==> config.mk <==
export PLATFORM = sky130hd
export DESIGN_NAME = query_patch_reader
export DESIGN_NICKNAME = d
export VERILOG_FILES = /design/src/rtl/query_patch_reader.sv
export SDC_FILE = /design/constraint.sdc
export NUM_CORES = 1
export LEC_CHECK = 0
export CAP_MARGIN = 20
export CORE_ASPECT_RATIO = 1.25
export CORE_MARGIN = 4
export CORE_UTILIZATION = 49
export CTS_BUF_LIST = sky130_fd_sc_hd__clkbuf_2
export DETAILED_ROUTE_END_ITERATION = 10
export HOLD_SLACK_MARGIN = 0.06
export PLACE_DENSITY = 0.75
export SLEW_MARGIN = 20
export SYNTH_ARGS = -nofsm -noshare
export SYNTH_HDL_FRONTEND = slang
export SYNTH_SLANG_ARGS = --single-unit
==> constraint.sdc <==
create_clock -name clk -period 5.25 [get_ports clk]
set_input_delay 0.7875 -clock clk [delete_from_list [all_inputs] [get_ports clk]]
set_output_delay 0.7875 -clock clk [all_outputs]
set_load 0.05 [all_outputs]
==> src/rtl/query_patch_reader.sv <==
// Streams a burst of stored query patches from the memory read port to a
// valid/ready consumer, hiding the 1-cycle read latency behind a 2-entry FIFO.
module query_patch_reader #(
   parameter int unsigned DATA_WIDTH = 11,
   parameter int unsigned PATCH_SIZE = 5,
   parameter int unsigned ADDR_WIDTH = 9,
   parameter int unsigned DEPTH      = 512
) (
   input  logic                             clk,
   input  logic                             rst_n,
   input  logic                             start,
   input  logic [ADDR_WIDTH-1:0]            start_addr,
   input  logic [ADDR_WIDTH:0]              num_patches,
   output logic                             busy,
   output logic                             done,
   output logic                             csb1,
   output logic [ADDR_WIDTH-1:0]            addr1,
   input  logic [DATA_WIDTH*PATCH_SIZE-1:0] rpatch1,
   output logic                             out_valid,
   input  logic                             out_ready,
   output logic [DATA_WIDTH*PATCH_SIZE-1:0] out_patch,
   output logic [ADDR_WIDTH:0]              out_idx
);

   localparam int unsigned PW = DATA_WIDTH * PATCH_SIZE;
   localparam int unsigned CW = ADDR_WIDTH + 1;

   typedef enum logic [1:0] {IDLE, RUN, DRAIN, DONE} state_t;

   typedef struct packed {
      logic [CW-1:0] idx;
      logic [PW-1:0] patch;
   } entry_t;

   state_t          state_q, state_d;
   logic [ADDR_WIDTH-1:0] addr_q;
   logic [CW-1:0]   num_q;
   logic [CW-1:0]   issued_q;
   logic            inflight_q;
   logic [CW-1:0]   inflight_idx_q;
   entry_t          slot0_q, slot1_q;
   logic            slot0_vld_q, slot1_vld_q;
   logic            busy_q, done_q;

   logic            pop;
   logic            issue;
   logic            last_pop;
   logic [1:0]      fifo_cnt;
   logic [2:0]      occ;
   logic [CW-1:0]   num_clamped;
   entry_t          push_entry;

   assign pop         = slot0_vld_q & out_ready;
   assign fifo_cnt    = 2'(slot0_vld_q) + 2'(slot1_vld_q);
   // Slots committed for the next edge: buffered + in flight, minus the one leaving now.
   assign occ         = 3'(fifo_cnt) + 3'(inflight_q) - 3'(pop);
   assign issue       = (state_q == RUN) && (issued_q != num_q) && (occ < 3'd2);
   assign last_pop    = pop && (slot0_q.idx == num_q - CW'(1));
   assign num_clamped = (num_patches > CW'(DEPTH)) ? CW'(DEPTH) : num_patches;
   assign push_entry  = '{idx: inflight_idx_q, patch: rpatch1};

   // Read strobe follows the same-cycle pop so the FIFO can refill at full rate.
   assign csb1      = ~issue;
   assign addr1     = addr_q;
   assign busy      = busy_q;
   assign done      = done_q;
   assign out_valid = slot0_vld_q;
   assign out_patch = slot0_q.patch;
   assign out_idx   = slot0_q.idx;

   always_ff @(posedge clk or negedge rst_n) begin
      if (!rst_n) state_q <= IDLE;
      else        state_q <= state_d;
   end

   always_comb begin
      state_d = state_q;
      case (state_q)
         IDLE:    if (start) state_d = (num_clamped == '0) ? DONE : RUN;
         RUN:     if (issue && (issued_q + CW'(1) == num_q)) state_d = DRAIN;
         DRAIN:   if (last_pop) state_d = DONE;
         DONE:    state_d = IDLE;
         default: state_d = IDLE;
      endcase
   end

   // Burst bookkeeping and status flags
   always_ff @(posedge clk or negedge rst_n) begin
      if (!rst_n) begin
         addr_q         <= '0;
         num_q          <= '0;
         issued_q       <= '0;
         inflight_q     <= 1'b0;
         inflight_idx_q <= '0;
         busy_q         <= 1'b0;
         done_q         <= 1'b0;
      end else begin
         if (state_q == IDLE && start) begin
            addr_q   <= start_addr;
            num_q    <= num_clamped;
            issued_q <= '0;
         end else if (issue) begin
            addr_q   <= addr_q + ADDR_WIDTH'(1);
            issued_q <= issued_q + CW'(1);
         end
         inflight_q     <= issue;
         inflight_idx_q <= issued_q;
         busy_q         <= (state_d == RUN) || (state_d == DRAIN);
         done_q         <= (state_d == DONE);
      end
   end

   // Two-entry shift FIFO; slot0 is always the head
   always_ff @(posedge clk or negedge rst_n) begin
      if (!rst_n) begin
         slot0_q     <= '0;
         slot1_q     <= '0;
         slot0_vld_q <= 1'b0;
         slot1_vld_q <= 1'b0;
      end else if (pop) begin
         if (slot1_vld_q) begin
            slot0_q <= slot1_q;
            if (inflight_q) slot1_q     <= push_entry;
            else            slot1_vld_q <= 1'b0;
         end else begin
            if (inflight_q) slot0_q     <= push_entry;
            else            slot0_vld_q <= 1'b0;
         end
      end else if (inflight_q) begin
         if (!slot0_vld_q) begin
            slot0_q     <= push_entry;
            slot0_vld_q <= 1'b1;
         end else begin
            slot1_q     <= push_entry;
            slot1_vld_q <= 1'b1;
         end
      end
   end

endmodule

Word-level counts from Yosys, hierarchy flattened
Index checks and enable logic that the tools add are counted.
{"block": "op_classes", "add_sub_neg": 6, "order_cmp": 2, "n_eq_ne": 14, "muxes": 28, "n_bitwise": 2, "reduce_logical": 16}
{"cell": "65-bit 2-to-1 mux", "count": 9}
{"cell": "10-bit 2-to-1 mux", "count": 3}
{"cell": "10-bit equality test", "count": 2}
{"cell": "9-bit 2-to-1 mux", "count": 2}
{"cell": "10-bit by 1-bit adder with 10-bit output, second input constant", "count": 1}
{"cell": "10-bit > comparator, second input constant", "count": 1}
{"cell": "10-bit logical NOT", "count": 1}
{"cell": "10-bit inequality test", "count": 1}
{"cell": "10-bit by 1-bit subtractor with 10-bit output, second input constant", "count": 1}
{"cell": "9-bit by 1-bit adder with 9-bit output, second input constant", "count": 1}
{"cell": "1-bit 2-to-1 mux", "count": 9}
{"cell": "2-bit equality test, second input constant", "count": 4}
{"cell": "2-bit 2-to-1 mux", "count": 4}
{"cell": "2-bit inequality test, second input constant", "count": 4}
{"cell": "2-bit one-hot mux with 4 select lines", "count": 1}
{"cell": "2-bit nonzero test", "count": 4}
{"cell": "3-bit AND reduction", "count": 2}
{"cell": "1-bit logical AND", "count": 5}
{"cell": "2-bit by 1-bit equality test with 1-bit output, second input constant", "count": 2}
{"cell": "4-bit AND reduction", "count": 1}
{"cell": "2-bit by 1-bit adder with 3-bit output", "count": 1}
{"cell": "3-bit by 2-bit less-than comparator with 1-bit output, second input constant", "count": 1}
{"cell": "3-bit by 1-bit subtractor with 3-bit output", "count": 1}
{"cell": "1-bit by 1-bit adder with 2-bit output", "count": 1}
{"cell": "6 further kinds", "count": 6}
{"block": "totals", "reg_bits": 176, "input_bits": 78, "output_inout_bits": 78}

Longest topological paths before layout
Gate-level depths: netlist of run 1.
{"block": "depth", "depth_word": 10, "depth_mapped": 11, "depth_no_buf": 10}

Worst setup path before layout of run 1
Ideal clock, no wire load.
{"block": "synth_timing", "path_type": "input to output", "startpoint": "input out_ready", "endpoint": "output csb1", "t_arrival_ns": 2.361, "slack_ns": 2.102, "cell_stages": 7, "n_path_buf": 0, "cell_sequence": "nand2_1 -> ha_1 -> ha_1 -> a21oi_1 -> xnor2_1 -> nor3b_1 -> nand2_1"}
{"block": "synth_via", "elab_chain_len": 5}
{"item": "start, declared", "line_no": "20", "text": "input logic out_ready,"}
{"item": "1-bit AND", "line_no": "53", "text": "assign pop = slot0_vld_q & out_ready;"}
{"item": "3-bit by 1-bit subtractor with 3-bit output", "line_no": "56", "text": "assign occ = 3'(fifo_cnt) + 3'(inflight_q) - 3'(pop);"}
{"item": "3-bit by 2-bit less-than comparator with 1-bit output", "line_no": "57", "text": "assign issue = (state_q == RUN) && (issued_q != num_q) && (occ < 3'd2);"}
{"item": "1-bit logical AND", "line_no": "57"}
{"item": "1-bit inverter", "line_no": "63", "text": "assign csb1 = ~issue;"}
{"item": "end, declared", "line_no": "16", "text": "output logic csb1,"}
Every way passes these cells.

Worst setup path after layout of run 1
Same ends and word-level chain as after synthesis.

==> out/metrics.cfg, run 1 <==
[clock_network]
cts_made_buffers=17
clock_sinks=176
cts_max_path_buffers=2
cts.clk_slew.worst_paths_ns=0.23
ctsHtreeMaxLevel=4
clk-insertion-delay-late_ns=0.74
root_buffer=clkbuf_2
cts_resized=0
post-cts-setup-buffers=0
cts_tree=built

[pwr]
p_clk_share_pct=8.9
p_leak_nw=4.53
swShare_pct=48.4
combinationalPowerShare_pct=56.4
max-vdd-ir-drop_mv=0.659
power_density_nw_per_um2=716
switchingPower_mw=3.47
power.internal_mw=3.70
total_power_mw=7.18
seq_power_share_pct=34.7

[placement]
dp.final_hpwl_um=13300
place_congestion=0.894
port_buffers=155

[critical_path]
path_delay_family=buffers and inverters
endpoint_kind=output pin
criticalPathCategory=primary input to output pin
crit_chain=clkdlybuf4s50_1, nand2_1, ha_1, ha_1, a21oi_1, xnor2_1, nor3b_1, buf_4, nand2_1, buf_4
cp_data_arrival_time_ns=3.16
crit_path_max_fanout=12
critPathBufInv=3
crit_start=out_ready
cp-start-kind=primary input
critPathRequiredTime_ns=4.46
cp_slowest_stage_delay_ns=0.53
critPathSlowestCell=clkdlybuf4s50_1
r2r-start=out_valid

[drt]
drt_iter0_markers=413
dr_total_vias=5920
viasPerCell=5.42
drc=0
wl_um=18600
wire_per_inst_um=17.1
first_pass_iters=4
ant_nets=0

[logic_synthesis]
synth_flop_cell=dfrtp_1
async_flop_share_pct=100
ys_seq_elements=176
syn_nets=815
synth-edff-count=0
syn-instance-count=729
synth_seq_area_share_pct=54.4
syn_area_sq_um=8100
syn_area_per_cell_sq_um=11.1
ys_types=51
synth_warnings=0

[sta]
max_slew_margin_pct=37.3
tightest_slew_ns=0.941
rsz0062_at_grt=no
finalMaxSlewViolations=0
fin_crit_ns=3.95
setup_violations=0
tns_ns=0
finalClockSkew_ns=0.0358
layout_worst_path_cycle_share_pct=75.2
fmaxAchievable_mhz=253
finalHoldViolCount=0

[layout]
most-common-layout-cells=dfrtp_1, clkdlybuf4s50_1, nor2_1, a21oi_1, mux2i_1
drive_above_1_share_pct=13.0
final_util_pct=61.9
final_common_cell=dfrtp_1
area_growth_pct=23.8
fill_cells=1290
nets=948

[global_routing]
grt_pass1_vias=6065
grt_max_degree=103
antenna_found_initial=1
grt_first_pass_wirelength_um=30300
grt_remaining_overflow=0
grt.total_usage_pct=20.7

[worst_hold_path]
min_path_type=flop to flop
holdCritStartpoint=issued_q[9]

[die]
die_w_um=123
ios=156
start_util_pct=50.0
fp.dieH_um=152
row_count=52
core_sq_um=16200
dieArea_sq_um=18700

[status]
status=finished clean

[job]
cap_violations=0

[worst reg2reg max path, cell delays in order, from the launching register on]
cell and delay, ns:
dfrtp_1 0.50, nand2_1 0.15, ha_1 0.31, ha_1 0.27, a21oi_1 0.17, xnor2_1 0.09, nor3b_1 0.18, buf_4 0.22
nand4_1 0.13, o31ai_1 0.30, o21ai_1 0.12, ha_1 0.29
[power by group through the flow]
stage	combinational, mW	sequential, mW	clock [mW]
global route	4.36	2.57	0.717
global placement	3.95	2.49	0
CTS	4.08	2.49	0.664
floorplan	1.99	3.34	0
detailed placement	4.07	2.53	0
finish	4.05	2.49	0.638
[final timing paths]
path	endpoint	slack (ns)	depth (start not counted)
max in group asynchronous	out_patch[33]	3.53	3
worst max-delay path	csb1	1.30	10
worst min-delay path	inflight_idx_q[9]	0.52	0
worst min register to register	inflight_idx_q[9]	0.52	0
worst max register to register	busy	2.44	11
min in group asynchronous	slot1_q[17]	0.63	2
[area by class of cell]
cell class	instances	area, sq um	area share (%)
repair buffers	162	1620	16.1
well taps	216	270	2.69
clock inverters	14	124	1.24
multi-input cells	497	3490	34.8
diodes	1	2.50	0.0250
inverters	8	30.0	0.299
flip-flops and latches	176	4400	43.9
clock buffers	18	90.1	0.898
[flip-flops by register name, summed over array words and instances, names as in the netlist, 2 cells and up]
register,cells
addr1,9
inflight_idx_q,10
issued_q,10
num_q,10
out_idx,10
out_patch,55
slot1_q,65
state_q,2
[per-stage QoR]
step	setup slack [ns]	cells	hold WS (ns)	area, sq um
after floorplan	2.10	729	0.349	8100
after global placement	1.37	1058	0.472	9800
after detailed placement	1.35	1058	0.472	9800
after CTS	1.32	1091	0.491	10000
after global routing	1.14	1092	0.508	10000
final	1.30	1092	0.517	10000
[cell usage after synthesis, types with 9 or more instances]
cell type | number | area [sq um]
mux2i_1 | 70 | 701
xnor2_1 | 15 | 131
nor2_1 | 81 | 304
nand4_1 | 9 | 56.3
a21oi_1 | 74 | 370
nand2_1 | 36 | 135
o21ai_0 | 17 | 85.1
nand3b_1 | 10 | 75.1
dfrtp_1 | 176 | 4400
xor2_1 | 21 | 184
mux2_2 | 65 | 732
buf_2 | 11 | 55.1
clkbuf_1 | 35 | 131
and3_1 | 9 | 56.3
nand3_1 | 18 | 90.1
[logic make-up after synthesis]
logic type      share of synthesized area (%)
flops                                    54.4
fa+ha+maj                                1.24
xor+xnor                                 3.89
buf+inv                                  2.86
mux                                      17.7
simple gates                             11.6
compound gates                           8.39
[repair_timing]
item / in CTS / in global routing
setup endpoints to repair: 0 / 0
hold endpoints to repair: 79 / 0
hold buffers: 1 / 0
[metal layers]
metal,routed length [um],track usage (%),up-vias
met5,0,0,-
met4,393,7.31,0
met3,957,4.27,31
met2,9600,35.6,155
met1,7680,25.9,2901
li1,-,-,2833
Note: power is estimated with default switching activity, not from simulation.
==> inputs of run 2 (changes only) <==
==> constraint.sdc (replaced) <==
create_clock -name clk -period 3.9 [get_ports clk]
set_input_delay 0.585 -clock clk [delete_from_list [all_inputs] [get_ports clk]]
set_output_delay 0.585 -clock clk [all_outputs]
set_load 0.05 [all_outputs]
==> out/metrics.cfg, run 2 (synthesized netlist as in run 1, its figures left out) <==
[drt]
dr_total_vias=6022
ant_nets=0
viasPerCell=5.49
wl_um=18900
drt_iter0_markers=405
first_pass_iters=4
drc=0
wire_per_inst_um=17.3

[pwr]
power_density_nw_per_um2=967
p_leak_nw=4.56
total_power_mw=9.79
max-vdd-ir-drop_mv=0.687

[global_routing]
grt_first_pass_wirelength_um=30400
grt_pass1_vias=6118
grt.total_usage_pct=20.9
grt_max_degree=96
antenna_found_initial=1
grt_remaining_overflow=0

[sta]
fmaxAchievable_mhz=278
tightest_slew_ns=0.900
finalClockSkew_ns=0.0470
max_slew_margin_pct=40.0
finalMaxSlewViolations=0
layout_worst_path_cycle_share_pct=92.4
rsz0062_at_grt=no
tns_ns=0
fin_crit_ns=3.60
setup_violations=0
finalHoldViolCount=0

[die]
die_w_um=123
core_sq_um=16200
ios=156
row_count=52
dieArea_sq_um=18700
start_util_pct=50.0
fp.dieH_um=152

[clock_network]
clock_sinks=176
root_buffer=clkbuf_2
clk-insertion-delay-late_ns=0.76
cts_made_buffers=17
post-cts-setup-buffers=0
cts_max_path_buffers=2
cts_tree=built
ctsHtreeMaxLevel=4
cts.clk_slew.worst_paths_ns=0.27

[placement]
port_buffers=155
dp.final_hpwl_um=13700
place_congestion=0.872
dp.cells=1063

[worst_hold_path]
holdPathEnd=addr1[2]
holdCritStartpoint=start_addr[2]
hold_depth=3
min_path_type=primary input to flop

[layout]
regMostFlops=slot1_q
most-common-layout-cells=dfrtp_1, clkdlybuf4s50_1, nor2_1, a21oi_1, mux2i_1
final_common_cell=dfrtp_1
drive_above_1_share_pct=13.7
area_growth_pct=25.0
final_util_pct=62.5
nets=953
final_cells=1096
largest_reg_flops=65

[critical_path]
r2r_end=busy
r2r-start=issued_q[0]
endpoint_kind=output pin
cp-start-kind=flop
crit_path_max_fanout=12
reg2reg_slack_ns=1.10
critPathRequiredTime_ns=3.31
criticalPathCategory=flop to output pin
worst-r2r-cell-count=8
cp_data_arrival_time_ns=3.02

[status]
status=finished clean

[job]
cap_violations=0

-- run 2: cell count changes in the layout (fill, tap and decap cells not counted), sizes merged --
cell and change:
buf +5, bufinv +2, clkbuf -1, clkinv -2
clkinvlp +3, inv -3
-- run 2: power breakdown --
group	total [mW]	leakage (nW)	internal, mW	switching, mW
clock	0.944	0.134	0.299	0.644
combinational	5.48	2.34	2.16	3.31
sequential	3.37	2.08	2.67	0.706
-- run 2: worst max-delay path, cell delays in order (launching register included) --
cell and delay, ns:
dfrtp_2 0.48, inv_1 0.08, ha_1 0.30, ha_1 0.27, a21oi_1 0.17, xnor2_1 0.08
nor3b_1 0.18, buf_4 0.22, nand2_1 0.20, buf_4 0.27
-- run 2: layout make-up --
type / count / area (sq um)
timing repair buffer: 167 / 1680
antenna: 1 / 2.50
sequential: 176 / 4410
multi-input combinational: 497 / 3490
tap: 216 / 270
fill: 1294 / 6080
clock buffer: 17 / 85.1
clock inverter: 14 / 156
inverter: 8 / 30.0
-- run 2: worst max path at each step --
stage | slack [ns] | cells past startpoint | to | from
5_1_grt | 0.04 | 9 | csb1 | out_valid
2_1_floorplan | 0.82 | 11 | busy | out_valid
3_3_place_gp | 0.41 | 10 | csb1 | out_ready
4_1_cts | 0.17 | 9 | csb1 | inflight_q
6_report | 0.30 | 9 | csb1 | inflight_q
3_5_place_dp | 0.41 | 10 | csb1 | out_ready
-- run 2: per-stage QoR --
step | instance area, sq um | hold slack [ns] | worst slack, ns
after floorplan | 8100 | 0.289 | 0.822
after global placement | 9870 | 0.469 | 0.412
after detailed placement | 9870 | 0.468 | 0.411
after CTS | 10100 | 0.255 | 0.170
after global routing | 10100 | 0.239 | 0.0357
final | 10100 | 0.318 | 0.296
-- run 2: repair_timing --
action	4_1_cts	5_1_grt
hold buffers	1	0
endpoints found under the setup margin	0	1
gates resized for setup	0	2
endpoints found under the hold margin	93	0
-- run 2: per-layer routing --
| layer | wire length (um) | vias up | GRT usage, % |
|---|---|---|---|
| met3 | 918 | 34 | 4.75 |
| met5 | 0 | - | 0 |
| met4 | 473 | 0 | 8.20 |
| li1 | - | 2838 | - |
| met2 | 9660 | 174 | 35.4 |
| met1 | 7870 | 2976 | 26.0 |
